===== config.mk =====
export PLATFORM = sky130hd
export DESIGN_NAME = instr_fetch_flat
export DESIGN_NICKNAME = d
export VERILOG_FILES = /design/src/rtl/instr_fetch_if.sv /design/src/rtl/instr_fetch.sv /design/src/flat_wrapper.sv
export SDC_FILE = /design/constraint.sdc
export NUM_CORES = 1
export LEC_CHECK = 0
export CAP_MARGIN = 20
export CORE_ASPECT_RATIO = 2
export CORE_MARGIN = 2
export CORE_UTILIZATION = 35
export DETAILED_ROUTE_END_ITERATION = 7
export GPL_TIMING_DRIVEN = 0
export PLACE_DENSITY = 0.66
export SYNTH_ARGS = -nofsm -noshare
export SYNTH_HDL_FRONTEND = slang
export SYNTH_SLANG_ARGS = --single-unit

===== constraint.sdc =====
create_clock -name clk -period 2.25 [get_ports clk]
set_input_delay 0.45 -clock clk [delete_from_list [all_inputs] [get_ports clk]]
set_output_delay 0.45 -clock clk [all_outputs]
set_load 0.1 [all_outputs]

===== src/rtl/instr_fetch_if.sv =====
// Fetch-side bus bundle: PC read/increment, memory read port and decoder handoff.
`timescale 1ns/100ps
interface instr_fetch_if #(
    parameter int DATA_WIDTH = 16,
    parameter int ADDR_WIDTH = 16
);
    logic [ADDR_WIDTH-1:0] pcBus;
    logic                  pcNotRead;
    logic                  pcInc;
    logic [ADDR_WIDTH-1:0] memAddr;
    logic                  memReq;
    logic                  memAck;
    logic [DATA_WIDTH-1:0] memData;
    logic [DATA_WIDTH-1:0] ir;
    logic                  irValid;
    logic                  irTaken;
    logic                  fetchErr;

    modport master (
        input  pcBus, memAck, memData, irTaken,
        output pcNotRead, pcInc, memAddr, memReq, ir, irValid, fetchErr
    );

    modport slave (
        output pcBus, memAck, memData, irTaken,
        input  pcNotRead, pcInc, memAddr, memReq, ir, irValid, fetchErr
    );
endinterface


===== src/rtl/instr_fetch.sv =====
// Fetch sequencer: reads PC, issues one memory read per instruction, latches it
// into ir, pulses the PC increment and holds the word until the decoder takes it.
`timescale 1ns/100ps
module instr_fetch #(
    parameter int DATA_WIDTH = 16,
    parameter int ADDR_WIDTH = 16,
    parameter int TIMEOUT    = 255
) (
    input  logic                 clk,
    input  logic                 notClr,
    input  logic                 enable,
    input  logic                 flush,
    instr_fetch_if.master        bus
);
    localparam int CW = $clog2(TIMEOUT + 1);
    localparam logic [CW-1:0] LAST_WAIT = CW'(TIMEOUT - 1);
    localparam logic [CW-1:0] MAX_WAIT  = CW'(TIMEOUT);

    typedef enum logic [2:0] {IDLE, ADDR, REQ, INC, HOLD, ERR} state_t;

    state_t                state_reg,    state_next;
    logic [ADDR_WIDTH-1:0] mem_addr_reg, mem_addr_next;
    logic [DATA_WIDTH-1:0] ir_reg,       ir_next;
    logic [CW-1:0]         wait_cnt_reg, wait_cnt_next;
    state_t                resume_state;

    always_ff @(posedge clk or negedge notClr) begin
        if (!notClr) begin
            state_reg    <= IDLE;
            mem_addr_reg <= '0;
            ir_reg       <= '0;
            wait_cnt_reg <= '0;
        end else begin
            state_reg    <= state_next;
            mem_addr_reg <= mem_addr_next;
            ir_reg       <= ir_next;
            wait_cnt_reg <= wait_cnt_next;
        end
    end

    // Where a flush or a taken instruction sends the sequencer.
    assign resume_state = enable ? ADDR : IDLE;

    always_comb begin
        state_next    = state_reg;
        mem_addr_next = mem_addr_reg;
        ir_next       = ir_reg;
        wait_cnt_next = wait_cnt_reg;
        case (state_reg)
            IDLE: begin
                if (enable) state_next = ADDR;
            end
            ADDR: begin
                if (flush) begin
                    state_next = resume_state;
                end else begin
                    mem_addr_next = bus.pcBus;
                    wait_cnt_next = '0;
                    state_next    = REQ;
                end
            end
            REQ: begin
                // flush beats the ack; ack on the final allowed edge beats timeout.
                if (flush) begin
                    state_next = resume_state;
                end else if (bus.memAck) begin
                    ir_next    = bus.memData;
                    state_next = INC;
                end else begin
                    if (wait_cnt_reg < MAX_WAIT) wait_cnt_next = wait_cnt_reg + 1'b1;
                    if (wait_cnt_reg >= LAST_WAIT) state_next = ERR;
                end
            end
            INC: begin
                state_next = flush ? resume_state : HOLD;
            end
            HOLD: begin
                if (flush || bus.irTaken) state_next = resume_state;
            end
            ERR: begin
                state_next = ERR;
            end
            default: begin
                state_next = IDLE;
            end
        endcase
    end

    assign bus.pcNotRead = (state_reg != ADDR);
    assign bus.pcInc     = (state_reg == INC) & ~flush;
    assign bus.memAddr   = mem_addr_reg;
    assign bus.memReq    = (state_reg == REQ);
    assign bus.ir        = ir_reg;
    assign bus.irValid   = (state_reg == HOLD);
    assign bus.fetchErr  = (state_reg == ERR);
endmodule

===== src/flat_wrapper.sv =====
// flat-port wrapper written by rule: the top's interface ports become plain ports
module instr_fetch_flat 
#(
    parameter int DATA_WIDTH = 16,
    parameter int ADDR_WIDTH = 16,
    parameter int TIMEOUT    = 255
)
  (clk, notClr, enable, flush, bus_pcBus, bus_memAck, bus_memData, bus_irTaken, bus_pcNotRead, bus_pcInc, bus_memAddr, bus_memReq, bus_ir, bus_irValid, bus_fetchErr);
  instr_fetch_if #(.DATA_WIDTH(DATA_WIDTH), .ADDR_WIDTH(ADDR_WIDTH)) bus_i ();
  input  logic clk;
  input  logic notClr;
  input  logic enable;
  input  logic flush;
  input wire logic [$bits(bus_i.pcBus)-1:0] bus_pcBus;
  input wire logic [$bits(bus_i.memAck)-1:0] bus_memAck;
  input wire logic [$bits(bus_i.memData)-1:0] bus_memData;
  input wire logic [$bits(bus_i.irTaken)-1:0] bus_irTaken;
  output wire logic [$bits(bus_i.pcNotRead)-1:0] bus_pcNotRead;
  output wire logic [$bits(bus_i.pcInc)-1:0] bus_pcInc;
  output wire logic [$bits(bus_i.memAddr)-1:0] bus_memAddr;
  output wire logic [$bits(bus_i.memReq)-1:0] bus_memReq;
  output wire logic [$bits(bus_i.ir)-1:0] bus_ir;
  output wire logic [$bits(bus_i.irValid)-1:0] bus_irValid;
  output wire logic [$bits(bus_i.fetchErr)-1:0] bus_fetchErr;
  assign bus_i.pcBus = bus_pcBus;
  assign bus_i.memAck = bus_memAck;
  assign bus_i.memData = bus_memData;
  assign bus_i.irTaken = bus_irTaken;
  assign bus_pcNotRead = bus_i.pcNotRead;
  assign bus_pcInc = bus_i.pcInc;
  assign bus_memAddr = bus_i.memAddr;
  assign bus_memReq = bus_i.memReq;
  assign bus_ir = bus_i.ir;
  assign bus_irValid = bus_i.irValid;
  assign bus_fetchErr = bus_i.fetchErr;
  instr_fetch #(.DATA_WIDTH(DATA_WIDTH), .ADDR_WIDTH(ADDR_WIDTH), .TIMEOUT(TIMEOUT)) u_core (.clk(clk), .notClr(notClr), .enable(enable), .flush(flush), .bus(bus_i));
endmodule

==> results of run 1 <==
==> per-stage QoR <==
stage | TNS [ns] | util [%] | setup WS (ns) | instance area, um2
2_1_floorplan | 0 | - | 0.2441 | 1963
3_3_place_gp | -25.69 | 51.27 | -0.8032 | 2779
3_5_place_dp | -5.840 | 51.55 | -0.8237 | 2794
4_1_cts | 0 | 52.19 | 0.004449 | 2829
5_1_grt | 0 | 52.47 | 0.002416 | 2844
6_report | 0 | 52.47 | 0.04913 | 2844
==> cells by family (layout without fill, tap and decap cells) <==
kind of cell               count (synthesis)  in the layout  share of synthesized area [%]
AOI/OAI and AO/OA                         25             25                          9.295
xor gates and xnor gates                   1              1                         0.4488
adders and majority gates                  2              2                          1.282
buffers and inverters                     12             95                          2.628
DFF                                       43             43                          55.13
muxes                                     17             17                          9.808
and+or+nand+nor                           86             86                          21.41
==> synth_stat cells (2+ instances only) <==
cell type  instances  area [um2]
o21ai_0            6       30.03
nand4b_1           2       17.52
nand2_1           54       202.7
nand2b_1           3       18.77
a21oi_1            3       15.01
a31oi_1            3       18.77
dfrtp_1           43        1076
buf_2              5       25.02
mux2_2            17       191.4
a21o_1             2       15.01
nor4_1             2       12.51
nand3_1            2       10.01
nor2_1            10       37.54
inv_1              4       15.01
clkbuf_1           3       11.26
ha_1               2       25.02
==> per-layer routing <==
layer | routed length [um] | vias up | track usage (%)
li1 | - | 807 | -
met4 | 157 | 0 | 8.970
met3 | 288 | 10 | 4.824
met5 | 0 | - | 0
met1 | 1823 | 829 | 18.07
met2 | 2826 | 49 | 32.31
==> repair_timing <==
item,CTS,global route
pin swaps,0,0
resized for setup,54,6
setup endpoints to repair,37,13
hold buffers,0,0
==> worst min path at each step <==
stage                                       from                endpoint  slack [ns]  depth (start not counted)
final                                     notClr  u_core.bus.memAddr[11]        0.07                          1
after global routing                      notClr  u_core.bus.memAddr[11]         0.1                          1
after CTS                                 notClr  u_core.bus.memAddr[11]        0.08                          1
after detailed placement                  notClr  u_core.bus.memAddr[11]        0.42                          1
after global placement    u_core.bus.memAddr[12]  u_core.bus.memAddr[12]        0.46                          2
after floorplan                           notClr        u_core.bus.ir[0]        0.15                          0
==> area by class of cell <==
cell class                 instances  area, um2
fill                             539       2576
sequential                        43       1076
multi-input combinational        131      854.6
timing repair buffer              75      701.9
tap                               60      75.07
clock buffer                       6      72.57
buffer                             8      36.28
inverter                           4      15.01
clock inverter                     2      12.51
==> impl_results.md, run 1 <==
* Non-filler cells, final at around 330
* Via count at about 1700
* Layout cells sized above 1 at approximately 17%
* Worst path max stage delay at about 0.58 ns
* Number of cells on the critical path at 4
* EDFF count, synth at 0
* R2R depth at 4
* Io pins at between 70 and 80
* Core area at between 5000 and 6000 um2
* Crit-path leading delay family: buffers and inverters
* Row Count at 38
* TritonCTS clock tree: built
* Netlist cell types at between 40 and 50
* Initial Utilization at between 30% and 40%
* Commonest cells after routing, fill and taps aside: 54 x nand2_1, 43 x dfrtp_1, 36 x clkdlybuf4s50_1
* Total grt overflow at 0
* Avg Cell Area, Syn at 10.49 um2
* CP Data Arrival Time at about 1.8 ns
* Final clock skew at 0.005943 ns
* CP startpoint: flush
* Sink Count at 43
* Total Routing Usage GR at ~18%
* Synth warn at 0
* Worst-Margin Slew at 1.010 ns
* Worst path slowest cell: clkdlybuf4s50_1
* Root Buffer: clkbuf_8
* Synthesized cell area at 1952 um2
* Syn nets at between 200 and 250
* CP Buf/Inv Count at 2
* Fin crit share at a little over nine tenths
* IO Port Bufs at between 70 and 80
* RSZ-0062 raised after global routing: false
* Ant diodes at 0
* Clk buf depth at 2
* Largest net degree at the start of global routing at 26
* Clock slew at reported path FFs at 0.09 ns
* Cells after Synth at around 190
* Area Growth Syn to Fin at 45.71%
* H-tree depth at 2
* Initial DRT Pass Iterations at 4
* Antenna violations before repair at 0
* Setup Buffers After CTS at 0
* Placed insts at approximately 320
* Max-Cap Viols at 0
* Die Area at slightly above 6000 um2
* Worst min path class: in -> async
* Crit-path max FO at 7
* Status: complete, no violations
* F_max at 454.4 MHz
* Min Hold Slack at about 0.074 ns
* Routed length per placed instance at between 15 and 20 um
* CTS Buf Count at 5
* CP Capture Type: output pin
* Flip-flop and latch count after synthesis at 43
* Top_reg_cell synth: dfrtp_1
* Crit Path Class: in -> out
* Min Tclk post-route at 2.201 ns
* Pins Over Slew Limit at 0
* Via-per-instance ratio at 5.152
* Die height at about 110 um
* Reg-to-reg endpoint: u_core.wait_cnt_reg[0]
* Sequential share of the synthesized area at between 50% and 60%
* DRC at 0
* DP Wirelength at 3803 um
* Worst setup path end: bus_pcInc
* Final Hold Viols at 0
* Final antenna-violating net count at 0
* Insertion delay to the later sink of the worst-skew pair at 0.31 ns
* Flop-to-flop setup slack at about 0.46 ns
* Final net count at between 300 and 400
* Most common cell after layout, fill and taps aside: nand2_1
* Drt total wl at between 5000 and 6000 um
* Vias in the first global route at around 1700
* Worst EP required at 1.80 ns
* Crit path launch type: input pin
* Slew margin rel. at 32.92%
* Synth async-reset ratio at 100.0%
* Die W at 56.81 um
* First-pass GRT wire length at 8362 um
* Final GP Congestion at about 0.83
* Starting DRT DRC Count at 30
* Critical Path, Cell by Cell: clkdlybuf4s50_1 > nor2_2 > and3_1 > buf_4
* Final setup viols at 0
* Worst R2R Start: u_core.state_reg[0]
Power of run 1 is not shown: default switching activity piles up to over one toggle a cycle in this logic, so the estimate is an artifact.
==> inputs of run 2 (changes only) <==
CORE_UTILIZATION = 40   (was 35)
PLACE_DENSITY = 0.74   (was 0.66)
==> impl_results.md, run 2 (synthesis gave the netlist of run 1 again) <==
* Worst path max stage delay at 0.58 ns (about the same)
* Die W at 53.40 um (-6.0%)
* Final net count at 309 (+0.32%)
* GR Util met2 at 28.77% (-3.5 points)
* Fin crit share at 98.45% (+0.63 points)
* Via count at 1680 (-0.88%)
* Crit Path Class: in -> reg
* Worst-Margin Slew at 0.9759 ns (-0.03436 ns)
* Insertion delay to the later sink of the worst-skew pair at 0.30 ns (about the same)
* Non-filler cells, final at 327 (-0.61%)
* H-tree depth at 2 (unchanged)
* DP Wirelength at 3345 um (-12%)
* Routed length per placed instance at 14.05 um (-9.3%)
* Final clock skew at 0.004230 ns (-0.001713 ns)
* Starting DRT DRC Count at 33 (+10%)
* Layout cells sized above 1 at 17.41% (-0.065 points)
* Total Routing Usage GR at 17.85% (+0.17 points)
* Hold path start: u_core.bus.memAddr[15]
* Drt total wl at 4593 um (-9.8%)
* FF/Latch Area at 1076 um2 (unchanged)
* Critical Path, Cell by Cell: clkdlybuf4s50_1 > or4b_4 > a41oi_1 > o21ai_2 > mux2_2
* Most common cell after layout, fill and taps aside: nand2_1
* Final GP Congestion at 0.8564 (+3.2%)
* TritonCTS clock tree: built
* R2R depth at 4 (unchanged)
* Status: complete, no violations
* Area after DPL at 2790 um2 (-0.13%)
* Initial DRT Pass Iterations at 4 (unchanged)
* Crit-path max FO at 7 (unchanged)
* Slew margin rel. at 34.83% (+1.9 points)
* Worst path slowest cell: or4b_4
* Crit-path leading delay family: simple AND/OR/NAND/NOR gates
* Via-per-instance ratio at 5.138 (-0.28%)
* Area Growth Syn to Fin at 47.69%
* Initial Utilization at 40.88% (+4.9 points)
* Final setup viols at 0 (unchanged)
* CP Buf/Inv Count at 1 (-1)
* Flop-to-flop setup slack at 0.31 ns (-0.15 ns)
* Die height at 102.8 um (-6.2%)
* Final Util at 60.38% (+7.9 points)
* Antenna violations before repair at 0 (unchanged)
* Total grt overflow at 0 (unchanged)
* Row Count at 36 (-5.3%)
* Setup Buffers After CTS at 0 (unchanged)
* Io pins at 75 (unchanged)
* CP Capture Type: flip-flop
* Filler cell count at 445 (-17%)
* Met3 Usage GRT at 6.667% (+1.8 points)
* Min Tclk post-route at 2.215 ns (+0.01425 ns)
* Final Hold Viols at 0 (unchanged)
* Core area at 4775 um2 (-12%)
* Largest net degree at the start of global routing at 36 (+38%)
* CTS Buf Count at 5 (unchanged)
* WHS Endpoint: u_core.bus.memAddr[15]
* Final antenna-violating net count at 0 (unchanged)
* F_max at 451.4 MHz (-0.64%)
* TNS Setup at 0 ns (unchanged)
* Sink Count at 43 (unchanged)
* Placed insts at 318 (-0.93%)
* IO Port Bufs at 74 (unchanged)
* Reg-to-reg endpoint: u_core.wait_cnt_reg[0]
* Commonest cells after routing, fill and taps aside: 54 x nand2_1, 43 x dfrtp_1, 36 x clkdlybuf4s50_1
* Design area at 2883 um2 (+1.4%)
* Clk buf depth at 2 (unchanged)
* Die Area at 5488 um2 (-12%)
* Clock slew at reported path FFs at 0.08 ns (about the same)
* Max-Cap Viols at 0 (unchanged)
* Hold path cells at 2
* CP Data Arrival Time at 2.40 ns (+0.65 ns)
* First-pass GRT wire length at 7369 um (-12%)
* Worst EP required at 2.43 ns (+0.63 ns)
* Met1 Use GR at 21.55% (+3.5 points)
* Pins Over Slew Limit at 0 (unchanged)
* Multi-input logic area at 838.3 um2 (-1.9%)
* DRC at 0 (unchanged)
* Worst min path class: reg -> reg
* Worst R2R Start: u_core.state_reg[1]
* Crit path launch type: input pin
* Root Buffer: clkbuf_8
* Vias in the first global route at 1681 (-2.7%)
* RSZ-0062 raised after global routing: false
* Layer with the highest usage: met2
* Ant diodes at 0 (unchanged)
[run 2: metrics by stage]
step                setup WS [ns]  hold slack (ns)
global placement          -0.7711           0.4586
global route              0.01309           0.5026
floorplan                  0.2441           0.1544
CTS                      0.002545           0.4825
finish                    0.03488           0.4778
detailed placement        -0.7746           0.3241
[run 2: final cells by class]
class                           count  share of cell area [%]
Sequential cell                    43                   37.33
Buffer                              8                   1.259
Tap cell                           57                   2.474
Inverter                            4                  0.5208
Timing Repair Buffer               76                   26.13
Clock inverter                      3                  0.8247
Multi-Input combinational cell    131                   29.08
Clock buffer                        5                   2.387
[run 2: routing by layer]
layer  wire, um  up-vias
li1           -      807
met2       2130       85
met4         34        0
met5          0        -
met1       1907      783
met3        522        5
[run 2: worst max path at each step]
stage / start / to / slack, ns / cells after the start
4_1_cts: u_core.bus.ir[11] / bus_ir[11] / 0.003 / 1
6_report: flush / u_core.wait_cnt_reg[0] / 0.03 / 5
3_5_place_dp: flush / bus_pcInc / -0.77 / 4
5_1_grt: flush / u_core.wait_cnt_reg[0] / 0.01 / 5
2_1_floorplan: u_core.state_reg[2] / bus_pcInc / 0.24 / 3
3_3_place_gp: flush / bus_pcInc / -0.77 / 4
[run 2: what timing repair did]
item / in CTS / in global routing
hold buffers: 1 / 0
endpoints found under the setup margin: 26 / 14
endpoints found under the hold margin: 8 / 0
gates resized for setup: 43 / 15
[run 2: worst reg2reg max path, cell delays in order (launching register included)]
cell     delay (ns)
dfrtp_1        0.42
buf_2          0.20
nor4b_2        0.75
o21ai_2        0.17
mux2_2         0.29
Power of run 2 is left out for the same reason.
